$ cat config.mk
export PLATFORM = sky130hd
export DESIGN_NAME = sc_fifo_thr
export DESIGN_NICKNAME = d
export VERILOG_FILES = /design/src/rtl/sc_fifo_thr.sv
export SDC_FILE = /design/constraint.sdc
export NUM_CORES = 1
export LEC_CHECK = 0
export CORE_ASPECT_RATIO = 0.8
export CORE_MARGIN = 3
export CORE_UTILIZATION = 55
export DETAILED_ROUTE_END_ITERATION = 8
export DONT_BUFFER_PORTS = 1
export PLACE_DENSITY_LB_ADDON = 0.25
export SKIP_LAST_GASP = 1
export SYNTH_ARGS = -nofsm -noshare
export SYNTH_HDL_FRONTEND = slang
export SYNTH_SLANG_ARGS = --single-unit
$ cat constraint.sdc
create_clock -name clk_i -period 5.2 [get_ports clk_i]
set_input_delay 1.3 -clock clk_i [delete_from_list [all_inputs] [get_ports clk_i]]
set_output_delay 1.3 -clock clk_i [all_outputs]
set_load 0.1 [all_outputs]
$ cat src/rtl/sc_fifo_thr.sv
// Single-clock FIFO with almost-full/almost-empty thresholds, show-ahead or registered read, flush and error flags.
// Define SC_FIFO_THR_STICKY_ERR_EN to make overflow_o/underflow_o sticky until rst_i or flush_i.
module sc_fifo_thr #(
    parameter int DATA_WIDTH   = 8,
    parameter int WORDS_AMOUNT = 8,
    parameter int ADDR_WIDTH   = $clog2(WORDS_AMOUNT),
    parameter int SHOW_AHEAD   = 1,
    parameter int AF_THRESHOLD = WORDS_AMOUNT - 2,
    parameter int AE_THRESHOLD = 1
) (
    input  logic                  clk_i,
    input  logic                  rst_i,
    input  logic                  flush_i,
    input  logic                  wr_i,
    input  logic [DATA_WIDTH-1:0] wr_data_i,
    input  logic                  rd_i,
    output logic [DATA_WIDTH-1:0] rd_data_o,
    output logic                  rd_valid_o,
    output logic [ADDR_WIDTH:0]   used_words_o,
    output logic                  full_o,
    output logic                  empty_o,
    output logic                  almost_full_o,
    output logic                  almost_empty_o,
    output logic                  overflow_o,
    output logic                  underflow_o
);

    localparam logic [ADDR_WIDTH:0]   FULL_LVL = (ADDR_WIDTH+1)'(WORDS_AMOUNT);
    localparam logic [ADDR_WIDTH:0]   AF_LVL   = (ADDR_WIDTH+1)'(AF_THRESHOLD);
    localparam logic [ADDR_WIDTH:0]   AE_LVL   = (ADDR_WIDTH+1)'(AE_THRESHOLD);
    localparam logic [ADDR_WIDTH:0]   CNT_ONE  = (ADDR_WIDTH+1)'(1);
    localparam logic [ADDR_WIDTH-1:0] PTR_ONE  = ADDR_WIDTH'(1);

    logic [DATA_WIDTH-1:0] mem [WORDS_AMOUNT];
    logic [ADDR_WIDTH-1:0] wr_ptr, rd_ptr;
    logic [ADDR_WIDTH:0]   used_words, used_nxt;
    logic                  wr_acc, rd_acc, ovf_req, unf_req, ovf_nxt, unf_nxt;

    assign used_words_o = used_words;

    // Flush swallows both requests, including their error pulses.
    assign wr_acc  = !flush_i && wr_i && !full_o;
    assign rd_acc  = !flush_i && rd_i && !empty_o;
    assign ovf_req = !flush_i && wr_i && full_o;
    assign unf_req = !flush_i && rd_i && empty_o;

    always_comb begin
        used_nxt = used_words;
        if (flush_i)
            used_nxt = '0;
        else if (wr_acc && !rd_acc)
            used_nxt = used_words + CNT_ONE;
        else if (rd_acc && !wr_acc)
            used_nxt = used_words - CNT_ONE;
    end

`ifdef SC_FIFO_THR_STICKY_ERR_EN
    assign ovf_nxt = overflow_o | ovf_req;
    assign unf_nxt = underflow_o | unf_req;
`else
    assign ovf_nxt = ovf_req;
    assign unf_nxt = unf_req;
`endif

    always_ff @(posedge clk_i) begin
        if (wr_acc)
            mem[wr_ptr] <= wr_data_i;
    end

    always_ff @(posedge clk_i or posedge rst_i) begin
        if (rst_i) begin
            wr_ptr         <= '0;
            used_words     <= '0;
            full_o         <= 1'b0;
            almost_full_o  <= 1'b0;
            almost_empty_o <= 1'b1;
            overflow_o     <= 1'b0;
            underflow_o    <= 1'b0;
        end else begin
            if (flush_i)
                wr_ptr <= '0;
            else if (wr_acc)
                wr_ptr <= wr_ptr + PTR_ONE;
            used_words     <= used_nxt;
            full_o         <= (used_nxt == FULL_LVL);
            almost_full_o  <= (used_nxt >= AF_LVL);
            almost_empty_o <= (used_nxt <= AE_LVL);
            overflow_o     <= flush_i ? 1'b0 : ovf_nxt;
            underflow_o    <= flush_i ? 1'b0 : unf_nxt;
        end
    end

    if (SHOW_AHEAD != 0) begin : g_show_ahead
        // used_words counts the word held in the output register; ram_cnt is what is still in RAM.
        logic                out_vld;
        logic [ADDR_WIDTH:0] ram_cnt;

        assign ram_cnt    = used_words - {{ADDR_WIDTH{1'b0}}, out_vld};
        assign empty_o    = !out_vld;
        assign rd_valid_o = out_vld;

        always_ff @(posedge clk_i or posedge rst_i) begin
            if (rst_i) begin
                out_vld   <= 1'b0;
                rd_ptr    <= '0;
                rd_data_o <= '0;
            end else if (flush_i) begin
                out_vld   <= 1'b0;
                rd_ptr    <= '0;
                rd_data_o <= '0;
            end else if (rd_acc && wr_acc && ram_cnt == '0) begin
                // Read+write at fill 1: forward the incoming word so the stream never bubbles.
                rd_data_o <= wr_data_i;
                rd_ptr    <= rd_ptr + PTR_ONE;
            end else if (ram_cnt != '0 && (!out_vld || rd_acc)) begin
                rd_data_o <= mem[rd_ptr];
                rd_ptr    <= rd_ptr + PTR_ONE;
                out_vld   <= 1'b1;
            end else if (rd_acc) begin
                out_vld <= 1'b0;
            end
        end
    end else begin : g_normal
        logic empty_r, vld_r;

        assign empty_o    = empty_r;
        assign rd_valid_o = vld_r;

        always_ff @(posedge clk_i or posedge rst_i) begin
            if (rst_i) begin
                empty_r   <= 1'b1;
                vld_r     <= 1'b0;
                rd_ptr    <= '0;
                rd_data_o <= '0;
            end else if (flush_i) begin
                empty_r   <= 1'b1;
                vld_r     <= 1'b0;
                rd_ptr    <= '0;
                rd_data_o <= '0;
            end else begin
                empty_r <= (used_nxt == '0);
                vld_r   <= rd_acc;
                if (rd_acc) begin
                    rd_data_o <= mem[rd_ptr];
                    rd_ptr    <= rd_ptr + PTR_ONE;
                end
            end
        end
    end

endmodule
=== Word-level counts from Yosys, hierarchy flattened ===
Memories as Yosys holds them, arrays and structs flattened.
Cells that the tools add are included.

* Bits of input ports: 13
* Logic and storage cells: 62
* Memories: 1
* Flip-flop bits (word level): 24
* Output and inout bits: 19
* Bits in writable memories: 64

{| class="wikitable"
|+ Memories
! name !! words !! bits a word !! rd ports !! clocked after Yosys merged registers in !! wr ports !! RTL line !! source
|-
| mem || 8 || 8 || 1 || 0 || 1 || 34 || <nowiki>logic [DATA_WIDTH-1:0] mem [WORDS_AMOUNT];</nowiki>
|}

* Multiplexer cells: 19
* Add/sub/neg operators: 5
* Equality and inequality tests: 2
* Reduce and logical (&&, ||, !) cells: 23
* Order comparisons: 2

{| class="wikitable"
|+ Operators with widths
! kind !! number
|-
| $mux W8 || 3
|-
| $mux W3 || 5
|-
| $mux W4 || 3
|-
| $logic_and A1 B1 Y1 || 11
|-
| $mux W1 || 8
|-
| $add A3 B1 Y3 const B || 2
|-
| $reduce_bool A3 Y1 || 2
|-
| $logic_not A1 Y1 || 5
|-
| $add A4 B1 Y4 const B || 1
|-
| $eq A4 B4 Y1 const B || 1
|-
| $ge A4 B3 Y1 const B || 1
|-
| $le A4 B1 Y1 const B || 1
|-
| $logic_not A4 Y1 || 1
|-
| $reduce_bool A4 Y1 || 1
|-
| $sub A4 B1 Y4 || 1
|-
| $sub A4 B1 Y4 const B || 1
|-
| $ne A2 B2 Y1 const B || 1
|-
| $reduce_and A2 Y1 || 1
|-
| $reduce_bool A2 Y1 || 1
|-
| $logic_or A1 B1 Y1 || 1
|}

=== Depth between registers and ports, before layout ===
Gate-level depths: netlist of run 1.

* Depth after elaboration: 9
* Gate-level depth with buffers: 8
* Mapped depth without buffers: 7

=== Least setup slack after synthesis of run 1 ===
No wires, ideal clock.

* Kind: input port to flip-flop
* From: input port flush_i
* To: memory mem[0][0] (enable)
* Stages: 3
* Setup time: 0.383 ns
* Data required time: 4.817 ns
* Arrival: 2.720 ns
* Slack: 2.097 ns
* Buffers on the path: 0
* Path through: or3b_2 -> or2_2 -> nor3_1

* Cells in the longest elaborated chain, start to end: 5

{| class="wikitable"
|+ RTL lines
! what !! RTL line !! source
|-
| from (decl) || 13 || <nowiki>input logic flush_i,</nowiki>
|-
| $logic_not A1 Y1 || 42 || <nowiki>assign wr_acc = !flush_i && wr_i && !full_o;</nowiki>
|-
| $logic_and A1 B1 Y1 (2 in series) || 42 ||
|-
| $mux W1 || 66 || <nowiki>if (wr_acc)</nowiki>
|-
| $mux W1 (implied by the code) || 67 || <nowiki>mem[wr_ptr] <= wr_data_i;</nowiki>
|-
| to (decl) || 34 ||
|}

No other way between the ends.

=== Worst setup path in the final report of run 1 ===
* From: register g_show_ahead.out_vld (netlist: rd_valid_o)
* To: output port empty_o

* Cells in the longest elaborated chain, start to end: 1

{| class="wikitable"
|+ RTL lines
! what !! RTL line !! source
|-
| from (decl) || 95 || <nowiki>logic out_vld;</nowiki>
|-
| from (signal assigned) || 104 || <nowiki>out_vld <= 1'b0;</nowiki>
|-
| from (signal assigned) || 108 || <nowiki>out_vld <= 1'b0;</nowiki>
|-
| from (signal assigned) || 118 || <nowiki>out_vld <= 1'b1;</nowiki>
|-
| $logic_not A1 Y1 || 99 || <nowiki>assign empty_o = !out_vld;</nowiki>
|-
| to (decl) || 21 || <nowiki>output logic empty_o,</nowiki>
|}

No other way between the ends.

==> results of run 1 <==
-- worst max path at each step --
stage                           startpoint                  end  slack [ps]  cells past startpoint
floorplan                          flush_i  mem[0][0]$_DFFE_PP_        2100                      3
global placement                   flush_i  mem[0][2]$_DFFE_PP_        1910                      3
detailed placement                 flush_i  mem[0][2]$_DFFE_PP_        1840                      3
CTS                 rd_valid_o$_DFFE_PP0P_              empty_o        1720                      1
global route        rd_valid_o$_DFFE_PP0P_              empty_o        1670                      1
finish              rd_valid_o$_DFFE_PP0P_              empty_o        1730                      1
-- cells by family after synthesis --
| family | synth area share |
|---|---|
| simple gates | 0.0977 |
| mux | 0.128 |
| compound gates | 0.0529 |
| buf+inv | 0.0231 |
| xor+xnor | 0.00703 |
| fa+ha+maj | 0.0167 |
| flops | 0.675 |
-- sequential cells by signal (all words and copies together) (netlist names) --
| signal | flops |
|---|---|
| rd_data_o | 8 |
| underflow_o | 1 |
| rd_valid_o | 1 |
| wr_ptr | 3 |
| almost_full_o | 1 |
| full_o | 1 |
| almost_empty_o | 1 |
| used_words_o | 4 |
| overflow_o | 1 |
| rd_ptr | 3 |
| mem | 64 |
-- per-layer routing --
metal / track usage / vias to the layer above / part of all wire
met2: 0.281 / 69 / 0.45
met1: 0.275 / 968 / 0.46
met3: 0.0620 / 4 / 0.086
met4: 0.0532 / 0 / 0.0049
met5: 0 / - / 0
li1: - / 908 / -
-- cell usage in the layout, fill, tap and decap left out, types with 3 or more instances in the layout --
master and instances:
edfxtp_1 64, ha_1 5, clkinv_2 3, a21oi_1 14, inv_1 4, mux2i_1 8, nand2b_1 5, nand2_1 19
nor2b_1 4, dfrtp_1 23, mux4_2 16, nor2_1 16, clkbuf_8 9, nor3_1 13, o21ai_0 10
-- area by class of cell --
cell class                      instances  area, um2
Clock inverter                          7       95.1
Timing Repair Buffer                    1       7.51
Fill cell                             474       2470
Tap cell                               84        105
Inverter                                4       15.0
Sequential cell                        88       2520
Multi-Input combinational cell        137       1130
Clock buffer                            9        124
-- stage by stage --
stage / setup slack, ps / utilization / power [uW] / cell area [um2]
2_1_floorplan: 2100 / - / 1420 / 3740
3_3_place_gp: 1910 / 0.585 / 1470 / 3790
3_5_place_dp: 1840 / 0.585 / 1470 / 3790
4_1_cts: 1720 / 0.619 / 1980 / 4010
5_1_grt: 1670 / 0.619 / 2050 / 4010
6_report: 1730 / 0.619 / 1970 / 4010
-- cell usage after synthesis, drive strengths merged (2+ instances only) --
library cell  number
a22oi              2
inv                4
buf                9
nor3              14
nand2b             5
mux2i              8
a21oi             15
mux4              16
mux2               3
dfrtp             23
clkbuf             3
or3b               2
nor2b              5
nor2              16
ha                 5
edfxtp            64
xor2               2
o21ai             11
nand2             19
-- power by group --
group          internal [uW]  switching, uW  leakage (uW)
clock network            272            241      0.000115
registers                803            364      0.000893
logic                    161            127      0.000385
total                   1240            733       0.00139
==> results by group, run 1 <==
Routing
  – 1st-iter DRT viols: 193
  – Pre-antenna DRT Iters: 4
  – DR vias/cell: 5.91
  – WL per Instance: between 20 and 25 um
  – Routed WL: a little under 7000 um
  – Remaining DRCs: 0
  – Post-route ant nets: 0
  – Via count: approximately 1900

Yosys
  – Average cell area after synthesis: approximately 16 um2
  – Post-synth EDFFs: 64
  – Yosys reg bits: between 80 and 90
  – Post-synthesis net count: 259
  – Synth Instances: around 240
  – Top post-synthesis cells by area: edfxtp_1 51%, dfrtp_1 15%, mux4_2 9.6%, mux2i_1 2.1%, nand2_1 1.9%
  – Synthesized cell area: 3740 um2
  – Async S/R FF share, synth: 0.273
  – Post-synth top area cell: edfxtp_1
  – Top_reg_cell synth: edfxtp_1
  – Synth warnings: 0
  – Top-area cell type share of the netlist area: 0.514
  – Netlist cell types: 42
  – Sequential area share after synthesis: 0.675

CTS
  – Worst skew pair latency: around 350 ps
  – CTS Buffer Depth: 2
  – Post-CTS resize count: 0
  – Root buf cell: clkbuf_8
  – Hold_buf cts: 0
  – CTS tree: done
  – Post-CTS Setup Inserts: 0
  – Sink Count: 88
  – H-tree levels: 3
  – Clock buffer count from CTS: 9
  – Clk slew on worst S/H paths: 90 ps

Timing
  – Final hold viol count: 0
  – Finish-stage setup viols: 0
  – Slew Limit Headroom: 0.268
  – Final period util: 0.667
  – Unrepaired setup endpoints after global routing: false
  – Pin slew with the least headroom to its limit: roughly 1100 ps
  – Fin Clk Skew: about 8.4 ps
  – Min Tclk post-route: around 3500 ps
  – Max Freq: 0.288 GHz
  – Setup TNS: 0 ps
  – Worst hold margin: 592 ps
  – Slew Limit Fails: 0

Place
  – PortBufs: 0
  – Placed cell count: about 310
  – HPWL after detailed placement: approximately 4300 um
  – Placer congestion estimate: a little under 0.8

Floorplanning
  – Row count: 26
  – DIE HEIGHT: ~80 um
  – Die width: a little under 100 um
  – Die ar.: 7830 um2
  – Initial Util: 0.578
  – CORE AREA: 6470 um2
  – Io pins: 32

Worst setup path
  – Setup crit start kind: register
  – CP max FO: 7
  – Worst reg-to-reg setup slack: about 2000 ps
  – Worst r2r dst: rd_data_o[3]$_DFFE_PP0P_
  – Worst path arrival time: between 2000 and 2500 ps
  – CP delay by family, top: flip-flops
  – Worst r2r path cells: 7
  – Critical Path End Type: output port
  – Max stage delay on crit path: 1060 ps
  – Crit Path Class: register to output port
  – Reg-to-reg startpoint: used_words_o[0]$_DFF_PP0_
  – Buffers & Inverters on Critical Path: 1
  – CP Cell Sequence: inv_1
  – CP required: approximately 3900 ps
  – Crit-path slowest cell: dfrtp_1

Power
  – IR Drop Worst-Case VDD: 0.293 mV
  – P per Cell Area: 491 nW/um2
  – Leakage power: about 0.0014 uW

Worst hold path
  – Hold crit path type: register to register
  – Worst Hold End: wr_ptr[2]$_DFFE_PP0P_
  – Worst hold start: wr_ptr[2]$_DFFE_PP0P_
  – Hold path cells: 2

Global routing
  – GRT Overall Usage: 0.190
  – First-pass GRT wire length: approximately 11000 um
  – Largest net degree at the start of global routing: 32
  – Initial antenna violation count: 0
  – GRT overflow: 0
  – Vias in the first global route: between 1500 and 2000

Layout
  – Syn-to-layout area delta: 7.09%
  – Non-Filler Instances: 330
  – Layout cell share with drive strength beyond 1: 0.187
  – ANT cells: 0
  – Fin nets: roughly 260

Flow run
  – Max-Cap Viols: 0

Outcome
  – Status: finished, final reports clean
Note: power is estimated with default switching activity, not from simulation.
==> run 2: changes to the inputs <==
- clock period: 5.2 -> 3.3 ns (I/O delays scaled with it)
==> run 2 against run 1 <==
Against the previous run:
- global-route usage is 0.95 points higher
- clock skew decreased by 0.69 ps
- worst hold slack got worse by 54 ps
- clock power rose by 67%
- non-clock buffer count rose by 16
- setup slack worse by 840 ps
- clock-buffer cell count increased by 1
- final cell count is 4.8% higher
- combinational power rose by 110%
- register-to-register slack got worse by 1100 ps
==> results by group, run 2 (same netlist as run 1, synthesis figures left out) <==
Outcome
  – Status: finished, final reports clean

Floorplanning
  – Row count: 26
  – Initial Util: 0.578
  – CORE AREA: ~6500 um2
  – Die width: just under 100 um
  – Io pins: 32
  – DIE HEIGHT: between 70 and 80 um
  – Die ar.: 7830 um2

Worst setup path
  – Crit Path Class: register to register
  – Setup crit start kind: register
  – CP max FO: 9
  – Worst r2r path cells: 6
  – Critical Path End Type: register
  – CP required: ~3600 ps
  – Worst r2r dst: full_o$_DFF_PP0_
  – Reg-to-reg startpoint: full_o$_DFF_PP0_
  – Worst path arrival time: ~2700 ps
  – Worst reg-to-reg setup slack: 890 ps

Routing
  – Routed WL: between 6000 and 7000 um
  – 1st-iter DRT viols: ~140
  – WL per Instance: roughly 20 um
  – DR vias/cell: about 5.8
  – Via count: approximately 2000
  – Post-route ant nets: 0
  – Pre-antenna DRT Iters: 4
  – Remaining DRCs: 0

Layout
  – ANT cells: 0
  – Final Util: 0.639
  – Fill count: roughly 490
  – Commonest cells after routing, fill and taps aside: 64 x edfxtp_1, 23 x dfrtp_1, 19 x nand2_1
  – Biggest register: mem
  – Most common cell after layout, fill and taps aside: edfxtp_1
  – Layout cell share with drive strength beyond 1: 0.229
  – Syn-to-layout area delta: 10.6%
  – Non-Filler Instances: between 300 and 400
  – Max reg flops: 64
  – Fin nets: around 280

Global routing
  – First-pass GRT wire length: 11400 um
  – Largest net degree at the start of global routing: 32
  – GRT Overall Usage: 0.200
  – Vias in the first global route: between 2000 and 2500
  – GRT overflow: 0
  – Initial antenna violation count: 0

CTS
  – CTS tree: done
  – Clock buffer count from CTS: 9
  – Worst skew pair latency: approximately 340 ps
  – Hold_buf cts: 0
  – Post-CTS Setup Inserts: 0
  – Post-CTS resize count: 0
  – Sink Count: about 90
  – Clk slew on worst S/H paths: around 80 ps
  – CTS Buffer Depth: 2
  – Root buf cell: clkbuf_8
  – H-tree levels: 3

Power
  – Sw Pwr: 1140 uW
  – P per Cell Area: just under 800 nW/um2
  – Leakage power: roughly 0.0015 uW
  – Combinational share of power: 0.190
  – Int Pwr: approximately 2000 uW
  – Clock power frac: 0.268
  – Reg power frac: 0.542
  – Sw frac: 0.357
  – IR Drop Worst-Case VDD: approximately 0.40 mV

Timing
  – Final period util: 0.732
  – Fin Clk Skew: 7.67 ps
  – Slew Limit Fails: 0
  – Min Tclk post-route: approximately 2400 ps
  – Pin slew with the least headroom to its limit: between 900 and 1000 ps
  – Slew Limit Headroom: 0.347
  – Final WS setup: approximately 900 ps
  – Final hold viol count: 0
  – Max Freq: approximately 0.41 GHz
  – Setup TNS: 0 ps
  – Finish-stage setup viols: 0
  – Unrepaired setup endpoints after global routing: false

Place
  – HPWL after detailed placement: between 4000 and 5000 um
  – PortBufs: 0
  – Pre-CTS setup slack: 597 ps
  – Placed cell count: between 300 and 400
  – Placer congestion estimate: 0.829

Worst hold path
  – Hold crit path type: primary input to register
  – Hold path cells: 1
  – Worst Hold End: underflow_o$_DFF_PP0_
  – Worst hold start: flush_i

Flow run
  – Max-Cap Viols: 0
## run 2: power groups by stage
| stage | clock network [uW] | registers, uW | logic (uW) |
|---|---|---|---|
| after floorplan | 0 | 1750 | 487 |
| after global placement | 0 | 1750 | 600 |
| after detailed placement | 0 | 1750 | 611 |
| after CTS | 876 | 1730 | 612 |
| after global routing | 923 | 1750 | 674 |
| final | 855 | 1720 | 606 |
## run 2: worst max-delay path, stage by stage (launching register included)
cell and delay (ps):
dfrtp_1 420, buf_4 260, nor2b_1 520, nor2_1 230, a22oi_1 220, mux2_2 400, nor4b_2 270
## run 2: area by class of cell
cell class | instances | area [um2] | share of cell area
flip-flops and latches | 88 | 2520 | 0.610
multi-input cells | 137 | 1130 | 0.273
clock buffers | 10 | 128 | 0.0309
repair buffers | 17 | 128 | 0.0309
well taps | 84 | 105 | 0.0254
clock inverters | 6 | 108 | 0.0260
inverters | 4 | 15.0 | 0.00363
## run 2: worst max path at each step
stage | end | depth (start not counted) | startpoint
after floorplan | rd_ptr[2]$_DFFE_PP0P_ | 7 | used_words_o[0]$_DFF_PP0_
after global placement | mem[2][1]$_DFFE_PP_ | 3 | flush_i
after detailed placement | mem[2][1]$_DFFE_PP_ | 3 | flush_i
after CTS | full_o$_DFF_PP0_ | 6 | full_o$_DFF_PP0_
after global routing | full_o$_DFF_PP0_ | 6 | full_o$_DFF_PP0_
final | full_o$_DFF_PP0_ | 6 | full_o$_DFF_PP0_
## run 2: per-stage QoR
| stage | hold slack (ps) | cell area (um2) | power (uW) |
|---|---|---|---|
| 2_1_floorplan | 518 | 3740 | 2240 |
| 3_3_place_gp | 566 | 3900 | 2350 |
| 3_5_place_dp | 568 | 3900 | 2370 |
| 4_1_cts | 520 | 4140 | 3220 |
| 5_1_grt | 507 | 4140 | 3340 |
| 6_report | 538 | 4140 | 3180 |
## run 2: routing by layer
metal,vias up,track usage,part of all wire
li1,944,-,-
met1,982,0.284,0.44
met2,87,0.286,0.46
met3,8,0.0699,0.091
met4,0,0.0750,0.013
met5,-,0,0
==> run 3: changes to the inputs <==
- clock period: 3.3 -> 1.97 ns (I/O delays scaled with it)
==> run 3 against run 2 <==
Against the previous run:
- the flow now finishes with violations (negative setup slack)
- final area increased by 9.8%
- critical endpoint is now rd_data_o[0]$_DFFE_PP0P_
- total power up 71%
- final cell count rose by 11%
==> results by group, run 3 (same netlist as run 1, synthesis figures left out) <==
Outcome
  – Status: finished, violations left
  – Violated checks: negative setup slack

Routing
  – DR vias/cell: between 5 and 6
  – 1st-iter DRT viols: approximately 170
  – WL per Instance: about 20 um
  – Post-route ant nets: 0
  – Routed WL: 7590 um
  – Pre-antenna DRT Iters: 4
  – Via count: approximately 2200
  – Remaining DRCs: 0

Worst setup path
  – Crit Path Class: register to register
  – CP max FO: 7
  – Setup crit start kind: register
  – CP required: ~2200 ps
  – Worst path arrival time: approximately 2400 ps
  – CP dominant cell by count: buf_6
  – Max stage delay on crit path: just under 500 ps
  – CP delay by family, top: simple AND/OR/NAND/NOR gates
  – CP Cell Sequence: ha_4, or3b_4, buf_6, nor4_4, buf_6, nor3_1, a21oi_1, o21ai_0
  – Buffers & Inverters on Critical Path: 2
  – Critical Path End Type: register
  – Crit-path slowest cell: dfrtp_4

Place
  – Placer congestion estimate: 0.872
  – Placed inst area: ~4200 um2
  – Pre-CTS setup slack: -80.1 ps
  – PortBufs: 0
  – HPWL after detailed placement: roughly 5200 um
  – Placed cell count: ~360

Floorplanning
  – Die ar.: ~7800 um2
  – Io pins: 32
  – Initial Util: 0.578
  – Row count: 26
  – Die width: around 98 um
  – CORE AREA: approximately 6500 um2
  – DIE HEIGHT: around 80 um

Timing
  – Slew Limit Fails: 0
  – Finish-stage setup viols: 10
  – Pin slew with the least headroom to its limit: about 580 ps
  – Min Tclk post-route: 2120 ps
  – Final hold viol count: 0
  – Max Freq: between 0.4 and 0.5 GHz
  – Fin Clk Skew: between 10 and 15 ps
  – Final period util: 1.08
  – Unrepaired setup endpoints after global routing: true
  – Final WS setup: -149 ps
  – Slew Limit Headroom: 0.612

CTS
  – Clk slew on worst S/H paths: around 90 ps
  – Root buf cell: clkbuf_8
  – Clock buffer count from CTS: 9
  – CTS tree: done
  – Worst skew pair latency: 350 ps
  – H-tree levels: 3
  – Hold_buf cts: 0
  – CTS Buffer Depth: 2
  – Sink Count: 88

Worst hold path
  – Hold crit path type: primary input to asynchronous set/reset pin

Power
  – Leakage power: 0.00167 uW
  – P per Cell Area: ~1200 nW/um2
  – IR Drop Worst-Case VDD: around 0.73 mV

Layout
  – Fin nets: 313
  – Syn-to-layout area delta: 21.5%
  – ANT cells: 0
  – Most common cell after layout, fill and taps aside: edfxtp_1
  – Layout cell share with drive strength beyond 1: 0.413
  – Fill count: ~420
  – Total area of sequential cells: ~2500 um2
  – Multi-input gate area: between 1000 and 1500 um2
  – Commonest cells after routing, fill and taps aside: 64 x edfxtp_1, 47 x buf_4, 18 x nand2_1, 18 x dfrtp_1, 16 x mux4_2
  – Biggest register: mem
  – Post-route cell area: about 4500 um2
  – Non-Filler Instances: ~380
  – Max reg flops: 64

Global routing
  – GRT overflow: 0
  – First-pass GRT wire length: 12300 um
  – GRT Overall Usage: 0.212
  – Initial antenna violation count: 0
  – Largest net degree at the start of global routing: 32
  – Vias in the first global route: 2269

Flow run
  – Max-Cap Viols: 0
[run 3: cell types whose count changed in the layout (fill, tap and decap cells not counted), moves of 5 or more]
| cell | delta |
|---|---|
| o21ai_1 | +6 |
| nor3_1 | -6 |
| dfrtp_1 | -5 |
| o21ai_0 | -6 |
| nor3_2 | +5 |
| buf_4 | +30 |
| buf_6 | +6 |
[run 3: power breakdown]
group / total [uW] / internal [uW] / switching [uW]
Combinational: 1960 / 719 / 1240
Sequential: 2320 / 2140 / 182
Clock: 1160 / 510 / 650
Total: 5450 / 3370 / 2070
[run 3: cell type report]
class / count / share of cell area
clock buffer: 10 / 0.0303
clock inverter: 6 / 0.0110
inverter: 4 / 0.00468
multi-input combinational: 137 / 0.271
sequential: 88 / 0.559
tap: 84 / 0.0231
timing repair buffer: 55 / 0.101
[run 3: through the flow]
step | TNS [ps] | utilization | hold WS (ps) | total power (uW)
after floorplan | -2420 | - | 506 | 3790
after global placement | -146 | 0.652 | 456 | 4190
after detailed placement | -350 | 0.652 | 465 | 4220
after CTS | -681 | 0.683 | 78.9 | 5380
after global routing | -1860 | 0.702 | 87.9 | 5700
final | -1070 | 0.702 | 73.6 | 5450
[run 3: final timing paths]
| kind | from | end | slack (ps) | depth (start not counted) |
|---|---|---|---|---|
| worst min-delay path | rst_i | full_o$_DFF_PP0_ | 70 | 1 |
| min in group clk_i | flush_i | wr_ptr[2]$_DFFE_PP0P_ | 200 | 1 |
| max in group asynchronous | rst_i | rd_data_o[2]$_DFFE_PP0P_ | 1370 | 2 |
| worst max register to register | rd_valid_o$_DFFE_PP0P_ | rd_data_o[0]$_DFFE_PP0P_ | -150 | 8 |
| worst max-delay path | rd_valid_o$_DFFE_PP0P_ | rd_data_o[0]$_DFFE_PP0P_ | -150 | 8 |
| worst min register to register | rd_data_o[3]$_DFFE_PP0P_ | rd_data_o[3]$_DFFE_PP0P_ | 500 | 2 |
[run 3: metal layers]
metal | track usage | part of all wire | vias to the layer above
met5 | 0 | 0 | -
met4 | 0.0573 | 0.013 | 0
met3 | 0.0585 | 0.058 | 10
met2 | 0.338 | 0.49 | 73
met1 | 0.292 | 0.43 | 1135
li1 | - | - | 1022
[run 3: what timing repair did]
item,CTS,global route
endpoints found under the setup margin,13,15
pin swaps,0,4
endpoints found under the hold margin,0,0
cloned,0,1
resized for setup,5,26
setup buffers,0,4
[run 3: worst reg2reg max path, stage by stage (launching register included)]
cell,delay [ps]
dfrtp_4,490
ha_4,260
or3b_4,370
buf_6,130
nor4_4,300
buf_6,190
nor3_1,60
a21oi_1,130
o21ai_0,80
